--- config.mk ---
export PLATFORM = sky130hd
export DESIGN_NAME = nmt_context_scheduler
export DESIGN_NICKNAME = d
export VERILOG_FILES = /design/src/rtl/nmt_context_scheduler.sv
export SDC_FILE = /design/constraint.sdc
export NUM_CORES = 1
export LEC_CHECK = 0
export CELL_PAD_IN_SITES_DETAIL_PLACEMENT = 1
export CELL_PAD_IN_SITES_GLOBAL_PLACEMENT = 2
export CORE_UTILIZATION = 27
export CTS_CLUSTER_SIZE = 14
export DETAILED_ROUTE_END_ITERATION = 12
export PLACE_DENSITY = 0.76
export SETUP_SLACK_MARGIN = 0.3
export SLEW_MARGIN = 20
export SYNTH_ARGS = -nofsm -noshare
export SYNTH_HDL_FRONTEND = slang
export SYNTH_SLANG_ARGS = --single-unit
--- constraint.sdc ---
create_clock -name clk -period 2 [get_ports clk]
set_input_delay 0.2 -clock clk [delete_from_list [all_inputs] [get_ports clk]]
set_output_delay 0.2 -clock clk [all_outputs]
set_load 0.01 [all_outputs]
--- src/rtl/nmt_context_scheduler.sv ---
`default_nettype none
// ============================================================================
// Module   : nmt_context_scheduler
// Brief    : Hands the NMT pipeline between the resident near-memory thread
//            and the host. A host access to the thread's live address starts
//            a switch-out. The per-stage MPR selects then walk over one stage
//            per cycle. The host holds the pipeline until the controller frees
//            the saved address, and the selects then walk back.
// Options  : `define NMT_STARVATION_GUARD_EN to bound host ownership to
//            MAX_HOST_CYCLES and add the guard_timeout pulse output.
// Revision : 1.0 - initial release
// ============================================================================
module nmt_context_scheduler #(
  parameter int ADDR_W          = 9,
  parameter int NUM_STAGES      = 4,
  parameter int CNT_W           = 16,
  parameter int MAX_HOST_CYCLES = 64
) (
  input  logic                  clk,
  input  logic                  rst,
  input  logic                  host_req,
  input  logic [ADDR_W-1:0]     host_addr,
  input  logic                  nmt_valid,
  input  logic [ADDR_W-1:0]     nmt_addr,
  input  logic                  freed,
  input  logic [ADDR_W-1:0]     freed_addr,
  output logic                  context_switch,
  output logic [NUM_STAGES-1:0] stage_select,
  output logic                  active_thread,
  output logic [ADDR_W-1:0]     saved_addr,
  output logic                  busy,
`ifdef NMT_STARVATION_GUARD_EN
  output logic                  guard_timeout,
`endif
  output logic [CNT_W-1:0]      switch_count
);

  typedef enum logic [1:0] {
    NMT_RUN    = 2'd0,
    SWITCH_OUT = 2'd1,
    HOST_OWN   = 2'd2,
    SWITCH_IN  = 2'd3
  } state_t;

  localparam int                c_IDX_W    = (NUM_STAGES > 1) ? $clog2(NUM_STAGES) : 1;
  localparam logic [c_IDX_W-1:0] c_LAST_IDX = c_IDX_W'(NUM_STAGES - 1);
  localparam logic [CNT_W-1:0]  c_CNT_MAX  = '1;

  // A zero host-ownership limit would make the guard fire on entry.
  if (MAX_HOST_CYCLES < 1) begin : g_bad_max_host_cycles
    $error("MAX_HOST_CYCLES must be at least 1");
  end

  state_t                r_state, w_state;
  logic [c_IDX_W-1:0]    r_idx, w_idx;
  logic                  r_pending, w_pending;
  logic                  r_cs, w_cs;
  logic [NUM_STAGES-1:0] r_sel, w_sel;
  logic                  r_active, w_active;
  logic [ADDR_W-1:0]     r_saved, w_saved;
  logic [CNT_W-1:0]      r_count, w_count;

  logic w_collision;
  logic w_free_match;
  logic w_release;
  logic w_force;

  assign w_collision  = host_req & nmt_valid & (host_addr == nmt_addr);
  assign w_free_match = freed & (freed_addr == r_saved);
  assign w_release    = w_free_match | r_pending;

`ifdef NMT_STARVATION_GUARD_EN
  localparam int                 c_HCNT_W    = (MAX_HOST_CYCLES > 1) ? $clog2(MAX_HOST_CYCLES) : 1;
  localparam logic [c_HCNT_W-1:0] c_HCNT_LAST = c_HCNT_W'(MAX_HOST_CYCLES - 1);

  logic [c_HCNT_W-1:0] r_hcnt, w_hcnt;
  logic                r_timeout;

  // Forced exit only when this is the last allowed host cycle and nothing freed us.
  assign w_force       = ~w_release & (r_hcnt == c_HCNT_LAST);
  assign guard_timeout = r_timeout;
`else
  assign w_force = 1'b0;
`endif

  // Next-state and next-output computation for the ownership sequence.
  always_comb begin
    w_state   = r_state;
    w_idx     = r_idx;
    w_pending = r_pending;
    w_cs      = 1'b0;
    w_sel     = r_sel;
    w_active  = r_active;
    w_saved   = r_saved;
    w_count   = r_count;
`ifdef NMT_STARVATION_GUARD_EN
    w_hcnt    = r_hcnt;
`endif
    case (r_state)
      NMT_RUN: begin
        // freed is ignored here: no context has been saved yet.
        if (w_collision) begin
          w_cs    = 1'b1;
          w_saved = nmt_addr;
          w_idx   = '0;
          if (r_count != c_CNT_MAX) begin
            w_count = r_count + CNT_W'(1);
          end
          w_state = SWITCH_OUT;
        end
      end
      SWITCH_OUT: begin
        w_sel[r_idx] = 1'b1;
        // A release arriving mid-walk is remembered and honoured in HOST_OWN.
        if (w_free_match) begin
          w_pending = 1'b1;
        end
        if (r_idx == c_LAST_IDX) begin
          w_active = 1'b1;
          w_state  = HOST_OWN;
`ifdef NMT_STARVATION_GUARD_EN
          w_hcnt   = '0;
`endif
        end else begin
          w_idx = r_idx + c_IDX_W'(1);
        end
      end
      HOST_OWN: begin
        w_sel = '1;
`ifdef NMT_STARVATION_GUARD_EN
        w_hcnt = r_hcnt + c_HCNT_W'(1);
`endif
        if (w_release | w_force) begin
          w_pending = 1'b0;
          w_idx     = '0;
          w_active  = 1'b0;
          w_state   = SWITCH_IN;
        end
      end
      SWITCH_IN: begin
        w_sel[r_idx] = 1'b0;
        if (r_idx == c_LAST_IDX) begin
          w_state = NMT_RUN;
        end else begin
          w_idx = r_idx + c_IDX_W'(1);
        end
      end
      default: begin
        w_state = NMT_RUN;
      end
    endcase
  end

  // State and registered outputs, with synchronous reset abandoning any sequence.
  always_ff @(posedge clk) begin
    if (rst) begin
      r_state   <= NMT_RUN;
      r_idx     <= '0;
      r_pending <= 1'b0;
      r_cs      <= 1'b0;
      r_sel     <= '0;
      r_active  <= 1'b0;
      r_saved   <= '0;
      r_count   <= '0;
`ifdef NMT_STARVATION_GUARD_EN
      r_hcnt    <= '0;
      r_timeout <= 1'b0;
`endif
    end else begin
      r_state   <= w_state;
      r_idx     <= w_idx;
      r_pending <= w_pending;
      r_cs      <= w_cs;
      r_sel     <= w_sel;
      r_active  <= w_active;
      r_saved   <= w_saved;
      r_count   <= w_count;
`ifdef NMT_STARVATION_GUARD_EN
      r_hcnt    <= w_hcnt;
      r_timeout <= (r_state == HOST_OWN) & w_force;
`endif
    end
  end

  assign context_switch = r_cs;
  assign stage_select   = r_sel;
  assign active_thread  = r_active;
  assign saved_addr     = r_saved;
  assign switch_count   = r_count;
  assign busy           = (r_state != NMT_RUN);

endmodule
`default_nettype wire

; ---- After elaboration in Yosys (flattened, before gate mapping)
; Index checks and enable logic that the tools add are counted.
[word_totals]
output_inout_bits = 32
regBits = 36
[op_classes]
add_sub_neg = 2
bitwise_logic = 8
n_mux = 18
order_cmp = 2
reduce_logical = 13
n_eq_ne = 13
[op_table]
columns = operator, n
row1 = $eq A9 B9 Y1, 2
row2 = $add A16 B1 Y16 const B, 1
row3 = $ne A16 B16 Y1 const B, 1
row4 = $mux W2, 7
row5 = $ne A2 B2 Y1 const B, 6
row6 = $pmux W4 S3, 1
row7 = $reduce_and A3 Y1, 4
row8 = $pmux W2 S4, 1
row9 = $eq A2 B2 Y1 const B, 3
row10 = $pmux W2 S3, 1
row11 = $mux W1, 5
row12 = $and A4 B4 Y4, 1
row13 = $not A4 Y4, 1
row14 = $or A4 B4 Y4, 1
row15 = $pmux W1 S2, 2
row16 = $reduce_and A4 Y1, 1
row17 = $reduce_bool A2 Y1, 2
row18 = $reduce_or A2 Y1, 2
row19 = $and A1 B1 Y1, 3
row20 = $lt A2 B3 Y1 const B, 1
row21 = $reduce_bool A3 Y1, 1
row22 = $add A2 B1 Y2 const B, 1
row23 = $demux W1 S2, 1
row24 = $eq A2 B1 Y1 const B, 1
row25 = other kinds (6), 6

; ---- Depth between registers and ports, before layout
[logic_depth]
word_depth = 7
mapped_depth = 7

; ---- Least setup slack after synthesis
; Ideal clock, no wire load.
[synth_path]
path_kind = reg2reg
startpoint = reg r_saved[6] (netlist: saved_addr[6])
endpoint = reg r_idx[1]
period_less_slack_ns = 1.846
t_required_ns = 1.879
setup_ns = 0.121
setup_slack_ns = 0.154
path_stages_with_launch = 7
arrival_time_ns = 1.725
path_cell_list = dfxtp_1 > xor2_1 > nor4_1 > a311oi_1 > a21o_1 > o21ai_0 > a2bb2o_1
[synth_between]
elab_chain_len = 5
[synth_lines]
columns = item, line
row1 = "start, declared", 60  ; logic [ADDR_W-1:0] r_saved, w_saved;
row2 = "start signal, assigned", 176  ; r_saved <= w_saved;
row3 = $eq A9 B9 Y1, 69  ; assign w_free_match = freed & (freed_addr == r_saved);
row4 = $and A1 B1 Y1, 69
row5 = $or A1 B1 Y1, 70  ; assign w_release = w_free_match | r_pending;
row6 = $ne A2 B2 Y1 (no line), -
row7 = $reduce_and A3 Y1 (no line), -
row8 = "end signal, assigned", 171  ; r_idx <= w_idx;
row9 = "end, declared", 55  ; logic [c_IDX_W-1:0] r_idx, w_idx;
; Every way passes these cells.
; A chain may end at the register's enable or synchronous reset.

; ---- Final worst setup path
[layout_path]
startpoint = in freed_addr[2]
endpoint = reg r_idx[0]
[layout_between]
elab_chain_len = 5
[layout_lines]
columns = item, line
row1 = "start, declared", 26  ; input logic [ADDR_W-1:0] freed_addr,
row2 = $eq A9 B9 Y1, 69
row3 = $and A1 B1 Y1, 69
row4 = $or A1 B1 Y1, 70
row5 = $ne A2 B2 Y1 (no line), -
row6 = $reduce_and A3 Y1 (no line), -
; Every way passes these cells.

==> flow_summary.ini <==
[detailed_routing]
wl_met1_mm = 2.822
routed_vias_inst = 4.685
detailroute.wirelength.met3_microns = 152
drcViolationCount = 0
detailed_router_iteration_count_before_antenna_repair = 4
routed.top_layer = met4
ant_nets = 0
routed-via-count = 2066
wl_mm = 6.521
met2WireLength_mm = 3.448
initialDrtViolationCount = 41
drt-wirelength-per-cell_microns = 14.79

[floorplan]
initial_cell_density_of_the_core = 0.2798
die-height_microns = 88.70
die_area_sq_um = 7867
floorplan.io_pins = 64
fp.coreArea_sq_um = 7253
die_x_microns = 88.70
placement_rows = 31

[synth]
number_of_flops_mapped_to_enable_cells_by_yosys = 0
synth_top_area_share = 0.3551
synthesis.area_per_instance_sq_um = 8.980
synth.yosys.warnings = 0
synth-seq-area-share = 0.3551
post_synthesis_register_bit_count = 36
synth_most_common_cell = sky130_fd_sc_hd__nor2_1
synth_fp_nets = 268
synth_ff_type = sky130_fd_sc_hd__dfxtp_1
netlist_instances = 226
syn_area_sq_um = 2029
asyncSetResetFlopFracSynth = 0
synth_area_leaders = sky130_fd_sc_hd__dfxtp_1 36%, sky130_fd_sc_hd__nor2_1 7.4%, sky130_fd_sc_hd__xor2_1 7.3%, sky130_fd_sc_hd__ha_1 6.2%, sky130_fd_sc_hd__xnor2_1 4.7%
synth.lib_cells_used.distinct = 45
yosysTopAreaCell = sky130_fd_sc_hd__dfxtp_1
synth_commonest_cells = 40 x sky130_fd_sc_hd__nor2_1, 36 x sky130_fd_sc_hd__dfxtp_1, 17 x sky130_fd_sc_hd__xor2_1

[cells_and_area]
final_layout_size_suffix_gt1_frac = 0.3655
layout.core_utilization = 0.4882
layoutNonFillerInstCount = 441
layout_area_growth_over_synthesis_pct = 74.48
final_nets = 383
num-fill-cells = 851
antenna_diode_count = 0

[worst_setup_path]
worstSetupStartpointType = input port
critical_path_arrival_ps = 2110
worst_ep_required_time_ps = 2220
reg2regPathDepth = 7
critical_path_peak_fanout = 3
critPathKind = input port to flip-flop
path_cells = clkdlybuf4s50_1, xor2_1, nor4_2, buf_4, a311oi_2, a21o_1, or4_1, o21ai_1
cp_slowest_cell = sky130_fd_sc_hd__clkdlybuf4s50_1
cp-end-kind = flip-flop
critPathMaxStageDelay_ps = 410

[timing]
slew_violations = 0
setup-violations-final = 0
worstMarginPinSlew_ps = 497.0
share_of_the_cycle_needed_by_the_critical_path_after_routing = 0.9461
worst_slew_margin_rel = 0.6680
rsz0062_at_grt = yes
setup_tns_ps = 0
hold_viol = 0
fin_crit_ps = 1892
worst_clock_skew_ps = 4.668
fmax_mhz = 528.5

[clock_network]
cts_inserted_buffers = 5
cts.sink_count = 36
clk_transition_reported_paths_ps = 70
cell_at_the_root_of_the_clock_tree = sky130_fd_sc_hd__clkbuf_8
holdBufCountCts = 0
clock_insertion_delay_at_the_later_pin_of_the_skew_report_ps = 290
maximum_count_of_clock_buffers_along_a_single_path = 2
clock_tree.htree_level_count = 2
cts_tree = done

[grt]
gr-usage-all-layers = 0.1735
grt_first_pass_wirelength_mm = 10.14
antenna_found_initial = 0
grt_overflow = 0
vias_in_the_first_global_route = 2098
grt_start_max_net_pins = 25

[power_and_ir_drop]
power-per-cell-area_nw_per_um2 = 519.2
p_leak_uw = 0.001472
max-vdd-ir-drop_mv = 0.2777

[placement]
gpl.final_weighted_congestion = 0.7161
placed_cells = 409
port-buffer-count = 63
dpl.hpwl_mm = 4.563

[status]
status = finished, final reports clean

[min_path]
hold_crit_depth = 3
hold_path_class = input port to flip-flop

[job]
max_cap_violations = 0
==> cell type report <==
class	count	area [sq um]	share of cell area
well taps	99	123.9	0.03498
clock buffers	8	90.09	0.02544
inverters	13	48.80	0.01378
multi-input cells	171	1519	0.4290
repair buffers	114	1018	0.2876
flip-flops and latches	36	740.7	0.2092
==> critical path: cells and delay by family <==
kind / cells / cell delay [ps]
simple gates: 2 / 720
compound gates: 3 / 430
buf+inv: 2 / 580
xor+xnor: 1 / 170
==> sequential cells by signal (all words and copies together) (netlist names) <==
register	count
switch_count	16
r_idx	2
saved_addr	9
context_switch	1
r_pending	1
r_state	2
stage_select	4
active_thread	1
==> cells in the final DEF (no fill, tap or decap), types with 3 or more instances in the layout <==
master / netlist / layout
sky130_fd_sc_hd__mux2i_1: 9 / 9
sky130_fd_sc_hd__nand4_1: 4 / 4
sky130_fd_sc_hd__clkdlybuf4s50_1: 0 / 42
sky130_fd_sc_hd__nor4_4: 2 / 5
sky130_fd_sc_hd__nand3_2: 1 / 3
sky130_fd_sc_hd__buf_4: 0 / 39
sky130_fd_sc_hd__clkbuf_2: 1 / 7
sky130_fd_sc_hd__nor2_1: 40 / 37
sky130_fd_sc_hd__xor2_2: 0 / 7
sky130_fd_sc_hd__a211oi_1: 4 / 4
sky130_fd_sc_hd__buf_6: 1 / 10
sky130_fd_sc_hd__xor2_1: 17 / 7
sky130_fd_sc_hd__xor2_4: 0 / 3
sky130_fd_sc_hd__xnor2_1: 11 / 10
sky130_fd_sc_hd__ha_1: 10 / 9
sky130_fd_sc_hd__a21oi_1: 5 / 4
sky130_fd_sc_hd__inv_1: 13 / 11
sky130_fd_sc_hd__dlygate4sd2_1: 0 / 8
sky130_fd_sc_hd__dfxtp_1: 36 / 22
sky130_fd_sc_hd__nand2_1: 9 / 8
sky130_fd_sc_hd__nand3_1: 8 / 6
sky130_fd_sc_hd__dlymetal6s2s_1: 0 / 3
sky130_fd_sc_hd__nor4_2: 0 / 4
sky130_fd_sc_hd__clkdlybuf4s15_1: 0 / 3
sky130_fd_sc_hd__clkbuf_8: 0 / 6
sky130_fd_sc_hd__nor2b_1: 3 / 3
sky130_fd_sc_hd__dfxtp_2: 0 / 13
==> power by group <==
| group | internal (uW) | total [uW] | switching, uW |
|---|---|---|---|
| combinational | 249 | 531 | 282 |
| sequential | 741 | 760 | 19.8 |
| clock | 281 | 547 | 266 |
| total | 1270 | 1840 | 568 |
==> routing by layer <==
layer | global-route usage | vias to the layer above
met1 | 0.2072 | 1010
li1 | - | 1016
met5 | 0 | -
met4 | 0.06158 | 0
met3 | 0.03731 | 6
met2 | 0.3063 | 34
==> final timing paths <==
path                                    from                         end  slack [ps]
setup / recovery               freed_addr[2]       r_idx[0]$_SDFFE_PP0P_         110
hold / removal                   nmt_addr[7]  saved_addr[7]$_SDFFE_PP0P_         200
setup reg to reg  saved_addr[6]$_SDFFE_PP0P_       r_idx[0]$_SDFFE_PP0P_         120
hold reg to reg       r_pending$_SDFFE_PP0P_      r_pending$_SDFFE_PP0P_         500
==> timing repair <==
action | in CTS | in global routing
buffers inserted | 15 | 8
cloned | 0 | 1
gates resized for setup | 55 | 51
hold endpoints to repair | 0 | 0
pin swaps | 19 | 23
endpoints found under the setup margin | 30 | 28
==> cell families (layout without fill, tap and decap cells) <==
| family | after synthesis | in the layout | synth area share |
|---|---|---|---|
| mux | 10 | 10 | 0.05179 |
| compound gates | 31 | 31 | 0.1085 |
| flops | 36 | 36 | 0.3551 |
| fa+ha+maj | 10 | 10 | 0.06165 |
| xor+xnor | 28 | 28 | 0.1208 |
| simple gates | 92 | 92 | 0.2620 |
| buf+inv | 19 | 135 | 0.04007 |
==> stage by stage <==
step	setup WS (ps)	area (sq um)	hold slack (ps)	total power, uW
CTS	138.4	3339	305.8	1848
finish	107.8	3541	197.1	1839
global placement	-352.6	3004	462.4	1218
global route	27.97	3541	219.1	1953
floorplan	176.8	2079	343.8	1017
detailed placement	-388.7	3004	474.0	1226
Power figures use the tool's default switching activity.
